**src/rtl/matrix_seq_pkg.sv**
```systemverilog
// rtl/matrix_seq_pkg.sv - shared state/pattern types and width helper for the matrix frame sequencer
package matrix_seq_pkg;

    typedef enum logic [2:0] {
        IDLE,
        NEW_IMAGE,
        WAIT_BUSY,
        WAIT_DONE,
        ADVANCE,
        GAP
    } seq_state_t;

    typedef enum logic [1:0] {
        SOLID   = 2'd0,
        RAMP    = 2'd1,
        CHECKER = 2'd2,
        WALK    = 2'd3
    } pattern_t;

    localparam int FRAME_COUNT_W = 16;

    // Counter/index width for a bound; never narrower than one bit.
    function automatic int clog2_min1(input int value);
        return (value > 1) ? $clog2(value) : 1;
    endfunction

endpackage

```
**src/rtl/matrix_pattern_gen.sv**
```systemverilog
// rtl/matrix_pattern_gen.sv - combinational lane-byte generator; WALK and frame_count input exist only with MATRIX_SEQ_FRAME_COUNTER_EN
module matrix_pattern_gen
    import matrix_seq_pkg::*;
#(
    parameter int CHANNEL_NUMBER = 3,
    parameter int SPI_SIZE       = 8,
    parameter int COLUMNS        = 16,
    parameter int COL_W          = 4,
    parameter int BYTE_W         = 5
) (
    input  pattern_t                                 mode,
    input  logic [SPI_SIZE-1:0]                      solid_value,
    input  logic [COL_W-1:0]                         col,
    input  logic [BYTE_W-1:0]                        byte_idx,
`ifdef MATRIX_SEQ_FRAME_COUNTER_EN
    input  logic [FRAME_COUNT_W-1:0]                 frame_count,
`endif
    output logic [CHANNEL_NUMBER-1:0][SPI_SIZE-1:0]  lanes
);

    always_comb begin
        lanes = '0;
        for (int k = 0; k < CHANNEL_NUMBER; k++) begin
            case (mode)
                RAMP:    lanes[k] = SPI_SIZE'(int'(byte_idx) + k);
                CHECKER: lanes[k] = (((int'(col) ^ int'(byte_idx)) & 1) != 0) ? '1 : '0;
`ifdef MATRIX_SEQ_FRAME_COUNTER_EN
                WALK:    lanes[k] = (int'(col) == (int'(frame_count) % COLUMNS)) ? '1 : '0;
`endif
                default: lanes[k] = solid_value;
            endcase
        end
    end

endmodule

```
**src/rtl/matrix_frame_sequencer.sv**
```systemverilog
// rtl/matrix_frame_sequencer.sv - frame sequencer feeding output_module; MATRIX_SEQ_FRAME_COUNTER_EN adds frame_count and WALK
module matrix_frame_sequencer
    import matrix_seq_pkg::*;
#(
    parameter int CHANNEL_NUMBER   = 3,
    parameter int SPI_SIZE         = 8,
    parameter int COLUMNS          = 16,
    parameter int BYTES_PER_COLUMN = 24,
    parameter int FRAME_GAP        = 1000,
    parameter int TIMEOUT_CYCLES   = 65535
) (
    input  logic                                     clk,
    input  logic                                     rst,
    input  logic                                     enable,
    input  logic [1:0]                               mode,
    input  logic [SPI_SIZE-1:0]                      solid_value,
    input  logic                                     tx_finish,
    output logic                                     new_image,
    output logic                                     new_column,
    output logic                                     next_data,
    output logic [CHANNEL_NUMBER-1:0][SPI_SIZE-1:0]  data_in,
    output logic                                     busy,
    output logic                                     error
`ifdef MATRIX_SEQ_FRAME_COUNTER_EN
    ,
    output logic [FRAME_COUNT_W-1:0]                 frame_count
`endif
);

    localparam int COL_W  = clog2_min1(COLUMNS);
    localparam int BYTE_W = clog2_min1(BYTES_PER_COLUMN);
    localparam int GAP_W  = clog2_min1(FRAME_GAP);
    localparam int WD_W   = clog2_min1(TIMEOUT_CYCLES);

    seq_state_t                                state, state_nxt;
    logic [COL_W-1:0]                          col_idx, col_nxt;
    logic [BYTE_W-1:0]                         byte_idx, byte_nxt;
    pattern_t                                  mode_q, mode_nxt;
    logic [SPI_SIZE-1:0]                       solid_q, solid_nxt;
    logic                                      pulse_img, pulse_col, pulse_data;
    logic [GAP_W-1:0]                          gap_cnt;
    logic [WD_W-1:0]                           wd_cnt;
    logic                                      in_wait, wd_expired, gap_done;
    logic                                      col_end, frame_end;
    logic [CHANNEL_NUMBER-1:0][SPI_SIZE-1:0]   gen_lanes;

    assign in_wait    = (state == WAIT_BUSY) || (state == WAIT_DONE);
    assign wd_expired = in_wait && (int'(wd_cnt) >= TIMEOUT_CYCLES - 1);
    assign gap_done   = (int'(gap_cnt) >= FRAME_GAP - 1);
    assign col_end    = (byte_idx == BYTE_W'(BYTES_PER_COLUMN - 1));
    assign frame_end  = col_end && (col_idx == COL_W'(COLUMNS - 1));
    assign busy       = (state != IDLE);

    // Generator sees the index being issued, so data_in lands with its pulse.
    matrix_pattern_gen #(
        .CHANNEL_NUMBER (CHANNEL_NUMBER),
        .SPI_SIZE       (SPI_SIZE),
        .COLUMNS        (COLUMNS),
        .COL_W          (COL_W),
        .BYTE_W         (BYTE_W)
    ) u_pattern_gen (
        .mode        (mode_nxt),
        .solid_value (solid_nxt),
        .col         (col_nxt),
        .byte_idx    (byte_nxt),
`ifdef MATRIX_SEQ_FRAME_COUNTER_EN
        .frame_count (frame_count),
`endif
        .lanes       (gen_lanes)
    );

    always_ff @(posedge clk or posedge rst) begin
        if (rst) begin
            state <= IDLE;
        end else begin
            state <= state_nxt;
        end
    end

    always_comb begin
        state_nxt  = state;
        col_nxt    = col_idx;
        byte_nxt   = byte_idx;
        mode_nxt   = mode_q;
        solid_nxt  = solid_q;
        pulse_img  = 1'b0;
        pulse_col  = 1'b0;
        pulse_data = 1'b0;
        case (state)
            IDLE: begin
                if (enable) state_nxt = NEW_IMAGE;
            end
            NEW_IMAGE: begin
                mode_nxt  = pattern_t'(mode);
                solid_nxt = solid_value;
                col_nxt   = '0;
                byte_nxt  = '0;
                pulse_img = 1'b1;
                state_nxt = WAIT_BUSY;
            end
            WAIT_BUSY: begin
                if (wd_expired)      state_nxt = NEW_IMAGE;
                else if (!tx_finish) state_nxt = WAIT_DONE;
            end
            WAIT_DONE: begin
                if (wd_expired)     state_nxt = NEW_IMAGE;
                else if (tx_finish) state_nxt = ADVANCE;
            end
            ADVANCE: begin
                if (frame_end) begin
                    state_nxt = GAP;
                end else begin
                    state_nxt = WAIT_BUSY;
                    if (col_end) begin
                        byte_nxt  = '0;
                        col_nxt   = col_idx + 1'b1;
                        pulse_col = 1'b1;
                    end else begin
                        byte_nxt   = byte_idx + 1'b1;
                        pulse_data = 1'b1;
                    end
                end
            end
            GAP: begin
                if (gap_done) state_nxt = enable ? NEW_IMAGE : IDLE;
            end
            default: state_nxt = IDLE;
        endcase
    end

    always_ff @(posedge clk or posedge rst) begin
        if (rst) begin
            col_idx    <= '0;
            byte_idx   <= '0;
            mode_q     <= SOLID;
            solid_q    <= '0;
            new_image  <= 1'b0;
            new_column <= 1'b0;
            next_data  <= 1'b0;
            data_in    <= '0;
            gap_cnt    <= '0;
            wd_cnt     <= '0;
            error      <= 1'b0;
        end else begin
            col_idx    <= col_nxt;
            byte_idx   <= byte_nxt;
            mode_q     <= mode_nxt;
            solid_q    <= solid_nxt;
            new_image  <= pulse_img;
            new_column <= pulse_col;
            next_data  <= pulse_data;
            if (pulse_img || pulse_col || pulse_data) data_in <= gen_lanes;

            if (state_nxt != state) wd_cnt <= '0;
            else if (in_wait)       wd_cnt <= wd_cnt + 1'b1;

            if (state_nxt != state)  gap_cnt <= '0;
            else if (state == GAP)   gap_cnt <= gap_cnt + 1'b1;

            if (wd_expired)                    error <= 1'b1;
            else if (state == IDLE && !enable) error <= 1'b0;
        end
    end

`ifdef MATRIX_SEQ_FRAME_COUNTER_EN
    always_ff @(posedge clk or posedge rst) begin
        if (rst) begin
            frame_count <= '0;
        end else if (state == GAP && gap_done) begin
            frame_count <= frame_count + 1'b1;
        end
    end
`endif

endmodule
```
**config.mk**
```make
export PLATFORM = sky130hd
export DESIGN_NAME = matrix_frame_sequencer
export DESIGN_NICKNAME = d
export VERILOG_FILES = /design/src/rtl/matrix_seq_pkg.sv /design/src/rtl/matrix_pattern_gen.sv /design/src/rtl/matrix_frame_sequencer.sv
export SDC_FILE = /design/constraint.sdc
export NUM_CORES = 1
export LEC_CHECK = 0
export ABC_AREA = 1
export CORE_MARGIN = 2
export CORE_UTILIZATION = 51
export CTS_CLUSTER_SIZE = 25
export DETAILED_ROUTE_END_ITERATION = 10
export HOLD_SLACK_MARGIN = 0.15
export PLACE_DENSITY_LB_ADDON = 0.08
export SLEW_MARGIN = 20
export SYNTH_ARGS = -nofsm -noshare
export SYNTH_HDL_FRONTEND = slang
export SYNTH_SLANG_ARGS = --single-unit
```
**constraint.sdc**
```tcl
create_clock -name clk -period 6.91 [get_ports clk]
set_input_delay 1.0365 -clock clk [delete_from_list [all_inputs] [get_ports clk]]
set_output_delay 1.0365 -clock clk [all_outputs]
set_load 0.03 [all_outputs]
```
==> out/metrics.csv <==
stage,metric,value,unit
grt,largest net degree at the start of global routing,72,
finish,nets,528,
clocking,CTS Buf Count,9,
synth,Post-Syn Nets,487,
placement,placed cells,596,
synth,Gate Count Post-Synth,464,
clocking,Max clock buf depth,2,
grt,Congestion Overflow GR,0,
finish,synth-to-layout area growth,15.97,%
placement,DP HPWL,5764,um
grt,global-route wire length before repair,14450,um
detailed_routing,Initial DRC Count,166,
power_and_ir_drop,Combinational Power Share,0.532,
clocking,Skew-Pair Late Insertion Delay,0.34,ns
floorplanning,Core Rows,32,
timing,Max Clk Rate,0.3028,GHz
synth,syn avg cell area,8.478,um2
synth,register area share after synthesis,0.4517,
timing,unrepaired setup endpoints after global routing,no,
timing,relative slew slack,0.4024,
timing,max-slew violation count,0,
floorplanning,core area,0.007607,mm2
clocking,TritonCTS clock tree,built,
placement,Port-buffer cells,42,
outcome,status,completed,
power_and_ir_drop,net switching power,914.4,uW
power_and_ir_drop,PwrDens,418.8,mW/mm2
finish,final core area utilization,0.5997,
critical_path,critical path peak fanout,18,
timing,Clock Skews,0.005717,ns
timing,Worst-Margin Slew,0.8965,ns
detailed_routing,M1 WL,4048,um
clocking,H-tree Lvls,3,
finish,"most common cell after layout, fill and taps aside",nand2_1,
synth,Ys Warns,0,
detailed_routing,vias per cell,5.060,
synth,Synth area leader,dfrtp_1,
placement,final RePlAce weighted congestion,0.8847,
detailed_routing,wire per inst,13.42,um
critical_path,WP data arrival,3.53,ns
timing,Final setup violation count,0,
critical_path,WP data required,7.14,ns
floorplanning,DIE WIDTH,91.83,um
floorplanning,Chip Height,91.83,um
detailed_routing,DRC,0,
floorplanning,die footprint,0.008432,mm2
power_and_ir_drop,sequential share of power,0.311,
finish,ratio of cells with drive above 1 in the final layout,0.1353,
detailed_routing,post-route ant nets,0,
floorplanning,IO Count,43,
synth,"top cells by area, synth","dfrtp_1 45%, nand2_1 10%, nor2_4 6.3%, nor2_1 5.4%, inv_1 3.6%",
detailed_routing,wire length on met3,332,um
finish,Fillers,685,
detailed_routing,top layer in use,met4,
power_and_ir_drop,Leakage,2.076,nW
power_and_ir_drop,P_int,995.9,uW
clocking,Post-CTS Setup Bufs,0,
detailed_routing,final wirelength,8212,um
grt,initial antenna violation count,0,
timing,Final period util,0.4779,
timing,setup TNS,0,ns
critical_path,Worst setup EP type,flop,
clocking,CTS Hold Buffers Added,0,
clocking,post-cts sizing count,0,
clocking,clock slew at reported path FFs,0.07,ns
detailed_routing,Pre-antenna DRT Iters,4,
power_and_ir_drop,sw frac,0.4787,
flow_run,Max-Cap Viols,0,
timing,minimum clock period after layout,3.302,ns
detailed_routing,WL met2,3708,um
synth,post-synthesis cell type count,39,
synth,top-area cell type share of the netlist area,0.4517,
grt,vias in the first global route,3088,
detailed_routing,via count,3097,
synth,Syn Std Cell Area,0.003934,mm2
grt,GRT Util Overall,0.2157,
clocking,Sink Count,71,
critical_path,CP Class,flop to flop,
power_and_ir_drop,VDD IR max,0.0002367,V
timing,final hold viol count,0,
clocking,clock root cell,clkbuf_8,
synth,Seq cells post-synth,71,
finish,antenna cells,0,
floorplanning,Initial Utilization,0.5171,
worst_hold_path,Worst Hold Class,flop to flop,
power_and_ir_drop,Tot Pwr,1.910,mW
finish,most frequent cells in the layout,"105 x nand2_1, 71 x dfrtp_1, 57 x nor2_1",
critical_path,Worst setup SP type,flop,
finish,Finished Layout Cells,612,
power_and_ir_drop,clock power share,0.157,
-- cell usage after synthesis (all sizes together) --
cell type / count
nor2: 82
nand3: 29
nand4: 12
inv: 48
a22oi: 1
a211oi: 3
a22o: 1
o21a: 1
dfrtp: 71
a21oi: 22
nand3b: 1
a21o: 1
xor2: 14
ha: 9
xnor2: 9
mux2i: 1
or2: 8
nand2: 111
buf: 9
nor3: 7
clkbuf: 4
o22a: 1
clkinv: 1
a31oi: 6
o21ai: 12
-- kinds of logic after synthesis --
group                      synth area share
buffers and inverters               0.07411
muxes                              0.002545
DFF                                  0.4517
AOI/OAI and AO/OA                   0.06966
and+or+nand+nor                      0.3222
xor gates and xnor gates            0.05121
adders and majority gates           0.02863
-- worst max-delay path: stages (launching register included) --
cell      delay [ns]
dfrtp_1         0.42
inv_4           0.14
nand3_2         0.35
inv_2           0.39
or2_2           0.17
o21ai_0         0.11
ha_1            0.48
clkinv_1        0.35
nand4_1         0.50
a21o_1          0.22
nand2_1         0.06
-- power groups by stage --
stage | Sequential [mW] | Combinational [mW] | Clock (mW)
2_1_floorplan | 0.702 | 0.675 | 0
3_3_place_gp | 0.602 | 1.00 | 0
3_5_place_dp | 0.601 | 1.02 | 0
4_1_cts | 0.596 | 1.02 | 0.310
5_1_grt | 0.607 | 1.12 | 0.329
6_report | 0.594 | 1.02 | 0.301
-- cell type report --
type | count | area [um2] | share of cell area
clock buffers | 12 | 155.1 | 0.03401
clock inverters | 4 | 20.02 | 0.004388
inverters | 49 | 188.9 | 0.04142
multi-input cells | 331 | 1866 | 0.4089
flip-flops and latches | 71 | 1777 | 0.3895
well taps | 102 | 127.6 | 0.02798
repair buffers | 43 | 427.9 | 0.09380
-- per-layer routing --
layer	global-route usage	vias up
li1	-	1555
met5	0	-
met3	0.05752	13
met1	0.3078	1469
met2	0.3174	60
met4	0.07711	0
-- flip-flops by register name (all words and copies together), names as in the netlist, 2 cells and up --
signal and flops:
data_in 19, solid_q 8, wd_cnt 16, mode_q 2
byte_idx 5, col_idx 4, gap_cnt 10, state 3
-- final timing paths --
kind,endpoint,slack (ns),from,depth (start not counted)
setup / recovery,data_in[13]$_DFFE_PP0P_,3.61,state[2]$_DFF_PP0_,10
hold / removal,solid_q[6]$_DFF_PP0_,0.49,solid_q[6]$_DFF_PP0_,2
setup reg to reg,data_in[13]$_DFFE_PP0P_,3.61,state[2]$_DFF_PP0_,10
hold reg to reg,solid_q[6]$_DFF_PP0_,0.49,solid_q[6]$_DFF_PP0_,2
max in group asynchronous,col_idx[0]$_DFF_PP0_,5.05,rst,3
min in group asynchronous,wd_cnt[12]$_DFFE_PP0P_,1.28,rst,3
-- metrics by stage --
stage	hold slack (ns)	setup WS, ns	area [um2]
after global routing	0.5061	3.352	4562
final	0.4902	3.608	4562
after floorplan	0.4445	4.077	3934
after CTS	0.4910	3.632	4562
after global placement	0.4738	3.563	4387
after detailed placement	0.4703	3.463	4387
Note: power is estimated with default switching activity, not from simulation.
